<file path="src/rtl/coin_pkg.sv">
// Shared constants, coin word type and arbiter state encoding for the coin sharing block.
package coin_pkg;
  localparam int unsigned COIN_W = 16;
  localparam int unsigned LEN_W  = 10;

  typedef logic [COIN_W-1:0] coin_t;

  typedef enum logic [1:0] {IDLE, BURST, DONE} arb_state_t;
endpackage

</file>
<file path="src/rtl/coin_fifo.sv">
// Synchronous FIFO fed by the free-running coin source; a push at full is taken only
// when a pop frees a slot in the same cycle, otherwise the word is dropped.
module coin_fifo #(
  parameter int unsigned WIDTH = 16,
  parameter int unsigned DEPTH = 4
) (
  input  logic                     clk,
  input  logic                     rst,
  input  logic                     push,
  input  logic                     pop,
  input  logic [WIDTH-1:0]         din,
  output logic [WIDTH-1:0]         head,
  output logic [$clog2(DEPTH):0]   count
);
  localparam int unsigned AW = $clog2(DEPTH);

  logic [WIDTH-1:0] mem [DEPTH];
  logic [AW-1:0]    wr_ptr;
  logic [AW-1:0]    rd_ptr;
  logic [WIDTH-1:0] hold;
  logic             full;
  logic             empty;
  logic             do_push;
  logic             do_pop;

  assign full    = (count == (AW+1)'(DEPTH));
  assign empty   = (count == '0);
  assign do_pop  = pop && !empty;
  assign do_push = push && (!full || do_pop);

  always_ff @(posedge clk) begin
    if (do_push) mem[wr_ptr] <= din;
  end

  always_ff @(posedge clk) begin
    if (rst) begin
      wr_ptr <= '0;
      rd_ptr <= '0;
      count  <= '0;
      hold   <= '0;
    end else begin
      if (do_push) wr_ptr <= wr_ptr + 1'b1;
      if (do_pop)  rd_ptr <= rd_ptr + 1'b1;
      unique case ({do_push, do_pop})
        2'b10:   count <= count + 1'b1;
        2'b01:   count <= count - 1'b1;
        default: ;
      endcase
      // Remember the visible head so the output holds its last value once drained.
      if (!empty) hold <= mem[rd_ptr];
    end
  end

  assign head = empty ? hold : mem[rd_ptr];
endmodule

</file>
<file path="src/rtl/coin_arbiter.sv">
// Round-robin burst arbiter sharing one coin source among NUM_REQ samplers.
// Define COIN_CNT_EN to add the coin_cnt output (words handed out since reset).
module coin_arbiter
  import coin_pkg::*;
#(
  parameter int unsigned NUM_REQ = 2,
  parameter int unsigned COIN_W  = coin_pkg::COIN_W,
  parameter int unsigned DEPTH   = 4,
  parameter int unsigned LEN_W   = coin_pkg::LEN_W
) (
  input  logic                     clk,
  input  logic                     rst,
  input  logic [COIN_W-1:0]        coin_in,
  input  logic [NUM_REQ-1:0]       req,
  input  logic [NUM_REQ*LEN_W-1:0] req_len,
  output logic [NUM_REQ-1:0]       grant,
  output logic [COIN_W-1:0]        coin_out,
  output logic                     coin_valid,
  input  logic                     coin_ready,
  output logic                     burst_done
`ifdef COIN_CNT_EN
  ,
  output logic [31:0]              coin_cnt
`endif
);
  localparam int unsigned IW = $clog2(NUM_REQ);
  localparam int unsigned CW = $clog2(DEPTH) + 1;

  arb_state_t       state;
  arb_state_t       state_next;
  logic [IW-1:0]    sel;
  logic [IW-1:0]    sel_next;
  logic [IW-1:0]    rr_ptr;
  logic [IW-1:0]    idx;
  logic [LEN_W-1:0] remaining;
  logic [CW-1:0]    count;
  logic             found;
  logic             handshake;

  coin_fifo #(
    .WIDTH (COIN_W),
    .DEPTH (DEPTH)
  ) u_fifo (
    .clk   (clk),
    .rst   (rst),
    .push  (1'b1),
    .pop   (handshake),
    .din   (coin_in),
    .head  (coin_out),
    .count (count)
  );

  always_comb begin
    state_next = state;
    sel_next   = sel;
    idx        = '0;
    found      = 1'b0;
    grant      = '0;
    coin_valid = 1'b0;
    handshake  = 1'b0;
    burst_done = 1'b0;
    unique case (state)
      IDLE: begin
        for (int unsigned k = 0; k < NUM_REQ; k++) begin
          idx = IW'((32'(rr_ptr) + k) % NUM_REQ);
          if (!found && req[idx]) begin
            found    = 1'b1;
            sel_next = idx;
          end
        end
        if (found) state_next = BURST;
      end
      BURST: begin
        grant[sel] = 1'b1;
        coin_valid = (count != '0) && (remaining != '0);
        handshake  = coin_valid && coin_ready;
        // remaining is only zero here for a zero-length request.
        if (remaining == '0 || (handshake && remaining == LEN_W'(1))) begin
          burst_done = 1'b1;
          state_next = DONE;
        end
      end
      DONE:    state_next = IDLE;
      default: state_next = IDLE;
    endcase
  end

  always_ff @(posedge clk) begin
    if (rst) begin
      state     <= IDLE;
      sel       <= '0;
      rr_ptr    <= '0;
      remaining <= '0;
    end else begin
      state <= state_next;
      sel   <= sel_next;
      if (state == IDLE && found)
        remaining <= req_len[32'(sel_next)*LEN_W +: LEN_W];
      else if (handshake)
        remaining <= remaining - 1'b1;
      if (state == DONE)
        rr_ptr <= (32'(sel) == NUM_REQ - 1) ? '0 : sel + 1'b1;
    end
  end

`ifdef COIN_CNT_EN
  always_ff @(posedge clk) begin
    if (rst)            coin_cnt <= '0;
    else if (handshake) coin_cnt <= coin_cnt + 32'd1;
  end
`endif
endmodule
</file>
<file path="config.mk">
export PLATFORM = sky130hd
export DESIGN_NAME = coin_arbiter
export DESIGN_NICKNAME = d
export VERILOG_FILES = /design/src/rtl/coin_pkg.sv /design/src/rtl/coin_fifo.sv /design/src/rtl/coin_arbiter.sv
export SDC_FILE = /design/constraint.sdc
export NUM_CORES = 1
export LEC_CHECK = 0
export ABC_AREA = 0
export CAP_MARGIN = 25
export CORE_UTILIZATION = 45
export DETAILED_ROUTE_END_ITERATION = 7
export GPL_ROUTABILITY_DRIVEN = 1
export PLACE_DENSITY_LB_ADDON = 0.05
export SYNTH_ARGS = -nofsm -noshare
export SYNTH_HDL_FRONTEND = slang
export SYNTH_SLANG_ARGS = --single-unit
</file>
<file path="constraint.sdc">
create_clock -name clk -period 8.7 [get_ports clk]
set_clock_uncertainty 0.2 [all_clocks]
set_input_delay 1.74 -clock clk [delete_from_list [all_inputs] [get_ports clk]]
set_output_delay 1.74 -clock clk [all_outputs]
set_load 0.03 [all_outputs]
</file>
; Word-level counts from Yosys, hierarchy flattened
; Memories as Yosys holds them, arrays and structs flattened. A register that Yosys moved wholly into a read port is not among the register bits.
; Index checks and enable logic that the tools add are counted.
[classes]
addsub = 7
n_mul = 1
n_lt_le_gt_ge = 4
n_eq_ne = 8
shifts = 1
mux = 31
reduce_logical = 20
[op_table]
columns = op, n
row1 = 1-bit two-way mux, 20
row2 = 10-bit two-way mux, 2
row3 = 20-bit by 6-bit variable part select with 10-bit output, 1
row4 = 16-bit two-way mux, 1
row5 = 10-bit by 1-bit == test with 1-bit output (second input constant), 1
row6 = 10-bit zero test, 1
row7 = 2-bit two-way mux, 5
row8 = 10-bit nonzero test, 1
row9 = 10-bit by 1-bit subtractor with 10-bit output (second input constant), 1
row10 = 1-bit logical AND, 7
row11 = 1-bit by 2-bit less-than comparator with 1-bit output (second input constant), 3
row12 = 3-bit one-hot mux with 2 select lines, 1
row13 = 2-bit by 1-bit adder with 2-bit output (second input constant), 2
row14 = 2-bit by 1-bit == test with 1-bit output (second input constant), 2
row15 = 2-bit == test (second input constant), 2
row16 = 1-bit by 3-bit multiplier with 4-bit output (second input constant), 1
row17 = 2-bit inequality test (second input constant), 2
row18 = 2-bit one-hot mux with 2 select lines, 1
row19 = 2-bit nonzero test, 2
row20 = 3-bit by 1-bit adder with 3-bit output (second input constant), 1
row21 = 3-bit == test (second input constant), 1
row22 = 1-bit zero test, 3
row23 = 3-bit zero test, 1
row24 = 3-bit nonzero test, 1
row25 = other kinds (7), 9
[totals]
register_bits = 37
ramBits = 64
inputBits = 41
out_inout_bits = 20
word_cells = 81
n_memories = 1
[memory_table]
columns = name, depth, width, read_ports, rd_clocked_by_memory_dff, wr, line
row1 = u_fifo.mem, 4, 16, 1, 1, 1, coin_fifo.sv:17  ; logic [WIDTH-1:0] mem [DEPTH];

; Depth between registers and ports, before layout
; Gate-level depths: netlist of the first run.
[logic_depth]
ltp_word = 11
depth_mapped = 9
mapped_depth_nobuf = 7

; Hierarchy
; From an unflattened synthesis of the first run, not the netlist that was laid out.
[hier_totals]
cells_unflattened = 300
hier_area_um2 = 4409.2
[by_module_without_submodules]
columns = module, n_inst, cells_per_inst, area_per_inst_um2, seq_area_each_um2
row1 = coin_fifo, 1, 192, 3463.3, 2422.3
row2 = coin_arbiter, 1, 108, 945.9, 280.3

; Worst setup path after synthesis of the first run
; OpenSTA, ideal clock, no wires.
[synth_path]
path_kind = input to output
start = input port coin_ready
end = output port burst_done
t_arrival_ns = 2.637
setup_slack_ns = 4.123
path_stages = 3
n_path_buf = 0
cell_sequence = a31oi_1 -> or4_4 -> nor2_1
[synth_between]
elab_chain_len = 5
[synth_rtl]
columns = element, line
row1 = start: declaration, coin_arbiter.sv:19  ; input logic coin_ready,
row2 = 1-bit logical AND, coin_arbiter.sv:76  ; handshake = coin_valid && coin_ready;
row3 = 1-bit logical AND, coin_arbiter.sv:78  ; if (remaining == '0 || (handshake && remaining == LEN_W'(1))) begin
row4 = 1-bit logical OR, coin_arbiter.sv:78
row5 = 1-bit two-way mux, coin_arbiter.sv:78
row6 = 1-bit two-way mux, coin_arbiter.sv:62  ; unique case (state)
row7 = end: declaration, coin_arbiter.sv:20  ; output logic burst_done
; No other way between the ends.

; Final worst setup path of the first run
; Same ends and word-level chain as after synthesis.

==> results of run 1 <==
-- tightest hold or removal path: cells and delay by family (launching register included) --
kind	cells	cell delay, ns
AOI/OAI and AO/OA	1	0.05
and+or+nand+nor	1	0.10
DFF	1	0.32
-- sequential cells by signal, summed over array words and instances (netlist names), named ones only --
register,cells
u_fifo.rd_ptr,2
rr_ptr,1
sel,1
state,2
u_fifo.mem,64
u_fifo.hold,16
u_fifo.count,3
remaining,10
u_fifo.wr_ptr,2
-- path summary, 6_finish.rpt --
check	to	slack [ns]	cells after the start
worst max register to register	u_fifo.mem[3][7]	5.56	6
worst min-delay path	rr_ptr	0.31	2
worst max-delay path	burst_done	3.23	5
worst min register to register	rr_ptr	0.31	2
-- kinds of logic after synthesis --
| logic type | synth area share |
|---|---|
| flip-flops | 0.626 |
| AND/OR/NAND/NOR | 0.117 |
| multiplexers | 0.147 |
| AO/OA/AOI/OAI | 0.0478 |
| buffers and inverters | 0.0229 |
| XOR/XNOR | 0.0162 |
| adder cells (fa/ha/maj) | 0.0232 |
-- area by class of cell --
cell class | instances | area [sq um]
Clock buffer | 11 | 141
Clock inverter | 5 | 40.0
Fill cell | 775 | 4030
Inverter | 7 | 26.3
Multi-Input combinational cell | 172 | 1530
Sequential cell | 103 | 2700
Tap cell | 129 | 161
Timing Repair Buffer | 66 | 653
-- through the flow --
stage / hold WS [ns] / std cells
after floorplan: 0.252 / 296
after CTS: 0.308 / 492
after global routing: 0.324 / 493
after detailed placement: 0.294 / 476
after global placement: 0.286 / 476
final: 0.307 / 493
-- layer usage --
layer | vias up | GRT usage | wire length, um
met5 | - | 0 | 0
met4 | 0 | 0.0736 | 114
met3 | 9 | 0.0313 | 273
met2 | 47 | 0.283 | 3830
met1 | 1216 | 0.227 | 3670
li1 | 1241 | - | -
-- layout by cell type, fill, tap and decap left out, types with 2 or more instances in the layout --
cell | Yosys | final
sky130_fd_sc_hd__a211oi_1 | 4 | 4
sky130_fd_sc_hd__nand2_1 | 8 | 8
sky130_fd_sc_hd__nor2b_1 | 21 | 17
sky130_fd_sc_hd__mux2i_1 | 6 | 6
sky130_fd_sc_hd__a311oi_1 | 2 | 2
sky130_fd_sc_hd__nand2b_1 | 3 | 3
sky130_fd_sc_hd__nor3_1 | 8 | 8
sky130_fd_sc_hd__dfxtp_1 | 39 | 39
sky130_fd_sc_hd__a21oi_1 | 7 | 7
sky130_fd_sc_hd__xor2_1 | 4 | 4
sky130_fd_sc_hd__edfxtp_1 | 64 | 64
sky130_fd_sc_hd__nand3_1 | 5 | 5
sky130_fd_sc_hd__a31oi_1 | 4 | 4
sky130_fd_sc_hd__ha_1 | 8 | 8
sky130_fd_sc_hd__nor2_1 | 19 | 19
sky130_fd_sc_hd__o21ai_0 | 2 | 2
sky130_fd_sc_hd__clkbuf_8 | 0 | 10
sky130_fd_sc_hd__nand4_1 | 2 | 2
sky130_fd_sc_hd__inv_1 | 7 | 7
sky130_fd_sc_hd__clkdlybuf4s50_1 | 0 | 60
sky130_fd_sc_hd__mux2_2 | 19 | 19
sky130_fd_sc_hd__buf_4 | 2 | 5
sky130_fd_sc_hd__nor3b_1 | 5 | 5
sky130_fd_sc_hd__mux4_2 | 16 | 16
sky130_fd_sc_hd__nor2b_2 | 0 | 4
sky130_fd_sc_hd__a2111oi_2 | 2 | 2
sky130_fd_sc_hd__xnor2_1 | 4 | 4
sky130_fd_sc_hd__clkinvlp_4 | 0 | 2
sky130_fd_sc_hd__and2_1 | 2 | 2
sky130_fd_sc_hd__nand4b_1 | 2 | 2
-- report_power, final --
part	internal (W)	switching [W]	leakage, nW
logic	0.000227	0.000255	0.786
registers	0.000611	0.0000306	0.922
clock network	0.000115	0.000165	0.0879
==> results.json, run 1 <==
{
  "totalPowerFinal_w": 0.00140,
  "status": "complete, no violations",
  "critical_path_required_ns": 6.76,
  "design_area_sq_um": 5250,
  "totalWireLength_um": 7890,
  "synthesis.area_sq_um": 4320,
  "timing.critical_path.slowest_cell_delay_ns": 0.67,
  "ir_drop_mv": 0.120,
  "yosys_warnings": 0,
  "async_flop_share": 0,
  "clkTransAtPathRegs_ns": 0.10,
  "place_ws_ns": 3.23,
  "cts_hold_buf": 0,
  "report.final.hold_viol_count": 0,
  "post_syn_instances": 296,
  "max-clock-path-buffers": 2,
  "worstReg2RegStart": "remaining[0]",
  "netlist.top_cell.by_area": "sky130_fd_sc_hd__edfxtp_1",
  "post_drt_wl_per_cell_um": 16.0,
  "num_vias": 2513,
  "worstSetupEndpointType": "primary output",
  "cp.arrival_ns": 3.53,
  "post-dp-hpwl_um": 5060,
  "ys_ff_latch": 103,
  "layout_cells_sized_above_1": 0.187,
  "layout_min_cycle_time_ns": 5.47,
  "grt_use_total": 0.172,
  "cts_num_sinks": 103,
  "critical-path-slowest-cell": "sky130_fd_sc_hd__clkdlybuf4s50_1",
  "top_count_cell_post_synth": "sky130_fd_sc_hd__edfxtp_1",
  "maxClockFrequency_ghz": 0.183,
  "max_cap_violations": 0,
  "synth.cells.most_frequent": "sky130_fd_sc_hd__edfxtp_1, sky130_fd_sc_hd__dfxtp_1, sky130_fd_sc_hd__nor2b_1",
  "port-buffer-count": 60,
  "slew_headroom": 0.341,
  "fin_tns_setup_ns": 0,
  "drc_errors": 0,
  "grt_max_degree": 39,
  "clock_tree.htree_level_count": 3,
  "root_buffer": "sky130_fd_sc_hd__clkbuf_8",
  "critPathBufInv": 2,
  "placed_area_sq_um": 5060,
  "setup_viol": 0,
  "antenna_found_initial": 0,
  "tritoncts.num_buffers": 9,
  "final_util": 0.566,
  "final_nets": 408,
  "cp_max_fanout": 3,
  "final_min_period_over_clock_period": 0.629,
  "crit_path_start": "coin_ready",
  "hp-start": "rr_ptr",
  "antennaDiodeCount": 0,
  "path_cells": "clkdlybuf4s50_1 -> a31oi_1 -> or4_4 -> nor2_1 -> clkdlybuf4s50_1",
  "worst_pin_slew_ns": 0.984,
  "first_global_vias": 2527,
  "global_route.overflow_total": 0,
  "antenna_violating_nets_post_route": 0,
  "syn_to_final_growth_pct": 21.6,
  "holdCritPathClass": "reg2reg",
  "postCtsSetupRepairBufs": 0,
  "synth.area.top_cells": "sky130_fd_sc_hd__edfxtp_1, sky130_fd_sc_hd__dfxtp_1, sky130_fd_sc_hd__mux4_2, sky130_fd_sc_hd__mux2_2, sky130_fd_sc_hd__nor2b_1",
  "placement_rows": 35,
  "post_drt_via_cell_ratio": 5.10,
  "synth_top_flop_cell": "sky130_fd_sc_hd__edfxtp_1",
  "synth.distinct_cells": 49,
  "p_per_area_nw_per_um2": 267,
  "clock_tree_from_tritoncts": "built",
  "resized_gates_after_cts": 0,
  "detailedRoute.firstPassIterationCount": 4,
  "core_sq_um": 9280,
  "routabilityCongestion": 0.783,
  "synth_enable_flop_cells": 64,
  "setup_slack_ns": 3.23,
  "most_repeated_library_cell_on_the_critical_path": "sky130_fd_sc_hd__clkdlybuf4s50_1",
  "worst-setup-path-type": "in2out",
  "final-max-slew-violation-count": 0,
  "ys_seq_area_frac": 0.626,
  "dieArea_sq_um": 9990,
  "syn-mean-instance-area_sq_um": 14.6,
  "grt_pass1_wl_um": 12800,
  "synth.net_count": 345,
  "drt_iter0_drc": 80,
  "die-height_um": 100,
  "kind_of_launch_point_of_the_worst_setup_path": "primary input",
  "ios": 61,
  "clock_latency_ns": 0.36,
  "leakagePower_nw": 1.80,
  "setup_repair_after_global_routing_missed_its_margin": "false",
  "post-synth-top-area-fraction": 0.445,
  "cp_top_family": "buffers and inverters",
  "floorplan.initialDensity": 0.465,
  "fp.dieW_um": 100
}
(Power assumes the default switching activity.)
==> inputs of run 2 (changes only) <==
==> constraint.sdc (replaced) <==
create_clock -name clk -period 5.1 [get_ports clk]
set_clock_uncertainty 0.2 [all_clocks]
set_input_delay 1.02 -clock clk [delete_from_list [all_inputs] [get_ports clk]]
set_output_delay 1.02 -clock clk [all_outputs]
set_load 0.03 [all_outputs]
==> run 2 against run 1 <==
Via count rose by 1.1%. Routed wire length fell by 0.29%. Highest routed layer unchanged. Critical path type is now reg2out. Non-clock buffer count did not move. Largest cell class unchanged.
==> results.json, run 2 (synthesized netlist as in run 1, its figures left out) <==
{
  "layout_min_cycle_time_ns": 4.16,
  "port-buffer-count": 60,
  "leakagePower_nw": 1.81,
  "layout_cells_sized_above_1": 0.190,
  "global_route.overflow_total": 0,
  "post_drt_via_cell_ratio": 5.15,
  "power.share.switching": 0.319,
  "grt_pass1_wl_um": 12900,
  "clkTransAtPathRegs_ns": 0.10,
  "fp.dieW_um": 100,
  "cp_top_family": "simple AND/OR/NAND/NOR gates",
  "hold_path_depth": 1,
  "first_global_vias": 2522,
  "met2_usage": 0.282,
  "grt_use_total": 0.172,
  "p_switching_w": 0.000778,
  "power_frac_seq": 0.448,
  "fin_tns_setup_ns": 0,
  "n_fill_cell": 780,
  "tritoncts.num_buffers": 9,
  "power_frac_clock": 0.216,
  "path_cells": "inv_1 -> ha_1 -> nand2b_1 -> a31oi_1 -> or4_4 -> nor2_1 -> clkdlybuf4s50_1",
  "critical_path_required_ns": 3.88,
  "final_min_period_over_clock_period": 0.817,
  "routabilityCongestion": 0.763,
  "max-clock-path-buffers": 2,
  "largest_reg_flops": 64,
  "antenna_violating_nets_post_route": 0,
  "clock_tree.htree_level_count": 3,
  "post-dp-hpwl_um": 5170,
  "placement_rows": 35,
  "max_cap_violations": 0,
  "antenna_found_initial": 0,
  "drt_iter0_drc": 63,
  "worstReg2RegStart": "remaining[0]",
  "num_vias": 2540,
  "r2r_cells": 6,
  "worstSetupEndpointType": "primary output",
  "hp-start": "sel",
  "gr-usage-met3": 0.0425,
  "setup_viol": 0,
  "final-max-slew-violation-count": 0,
  "resized_gates_after_cts": 0,
  "top_usage_layer": "met2",
  "detailedRoute.firstPassIterationCount": 4,
  "layout_common_cells": "sky130_fd_sc_hd__edfxtp_1, sky130_fd_sc_hd__clkdlybuf4s50_1, sky130_fd_sc_hd__dfxtp_1, sky130_fd_sc_hd__mux2_2, sky130_fd_sc_hd__nor2_1",
  "core_sq_um": 9280,
  "ir_drop_mv": 0.246,
  "grt_max_degree": 39,
  "intPower_w": 0.00167,
  "holdWs_ns": 0.305,
  "maxClockFrequency_ghz": 0.240,
  "drc_errors": 0,
  "worst_pin_slew_ns": 0.955,
  "cp.arrival_ns": 2.94,
  "multiInputGateArea_sq_um": 1530,
  "clock_tree_from_tritoncts": "built",
  "floorplan.initialDensity": 0.465,
  "crit_path_start": "u_fifo.count[0]",
  "timing.critical_path.slowest_cell_delay_ns": 0.67,
  "clock_latency_ns": 0.36,
  "cp_max_fanout": 12,
  "totalWireLength_um": 7870,
  "kind_of_launch_point_of_the_worst_setup_path": "flop",
  "grt_use_met1": 0.227,
  "cts_hold_buf": 0,
  "antennaDiodeCount": 0,
  "dieArea_sq_um": 9990,
  "critical-path-slowest-cell": "sky130_fd_sc_hd__clkdlybuf4s50_1",
  "p_per_area_nw_per_um2": 463,
  "final_nets": 408,
  "setup_repair_after_global_routing_missed_its_margin": "false",
  "root_buffer": "sky130_fd_sc_hd__clkbuf_8",
  "layout.cells.most_common": "sky130_fd_sc_hd__edfxtp_1",
  "holdCritPathClass": "reg2reg",
  "slew_headroom": 0.361,
  "combinationalPowerShare": 0.336,
  "status": "complete, no violations",
  "critical_path_cell_count": 7,
  "largest_register": "u_fifo.mem",
  "cts_num_sinks": 103,
  "report.final.hold_viol_count": 0,
  "ios": 61,
  "sequential_cell_area_sq_um": 2700,
  "worst-setup-path-type": "reg2out",
  "post_drt_wl_per_cell_um": 16.0,
  "postCtsSetupRepairBufs": 0,
  "biggestRegsByFlops": "u_fifo.mem x64, u_fifo.hold x16, remaining x10",
  "critPathBufInv": 2,
  "die-height_um": 100,
  "syn_to_final_growth_pct": 22.2
}
## run 2: worst register-to-register path, cell delays in order, from the launching register on
cell and delay, ns:
sky130_fd_sc_hd__dfxtp_1 0.40, sky130_fd_sc_hd__inv_1 0.07, sky130_fd_sc_hd__ha_1 0.25, sky130_fd_sc_hd__nor3b_2 0.22, sky130_fd_sc_hd__a311oi_1 0.61, sky130_fd_sc_hd__nor2_2 0.22
sky130_fd_sc_hd__nor2b_2 0.79
## run 2: routing by layer
metal  share of wire  vias to the layer above
met4           0.012                        0
met3           0.041                        7
li1                -                     1237
met1            0.46                     1234
met2            0.49                       62
met5               0                        -
## run 2: worst paths after layout
| check | slack, ns | to |
|---|---|---|
| worst max-delay path | 0.94 | burst_done |
| worst min-delay path | 0.30 | rr_ptr |
| worst max register to register | 1.97 | u_fifo.mem[2][10] |
| worst min register to register | 0.30 | rr_ptr |
## run 2: through the flow
step / instances / total power [W] / utilization / area [sq um] / setup slack, ns
after CTS: 493 / 0.00249 / 0.568 / 5280 / 0.865
final: 493 / 0.00244 / 0.568 / 5280 / 0.936
after detailed placement: 477 / 0.00195 / 0.545 / 5060 / 1.05
after global routing: 493 / 0.00258 / 0.568 / 5280 / 0.755
after global placement: 477 / 0.00194 / 0.545 / 5060 / 1.06
after floorplan: 296 / 0.00166 / - / 4320 / 1.96
## run 2: layout make-up
cell class / count / area share
timing repair buffer: 66 / 0.122
clock buffer: 9 / 0.0235
clock inverter: 7 / 0.0171
tap: 129 / 0.0306
inverter: 7 / 0.00498
multi-input combinational: 172 / 0.289
sequential: 103 / 0.512
## run 2: power by group through the flow
stage                     Combinational [W]  Clock [W]  Sequential (W)
after detailed placement           0.000833          0         0.00112
after floorplan                    0.000562          0         0.00110
final                              0.000820   0.000529         0.00110
after global placement             0.000829          0         0.00111
after CTS                          0.000837   0.000551         0.00110
after global routing               0.000887   0.000580         0.00111
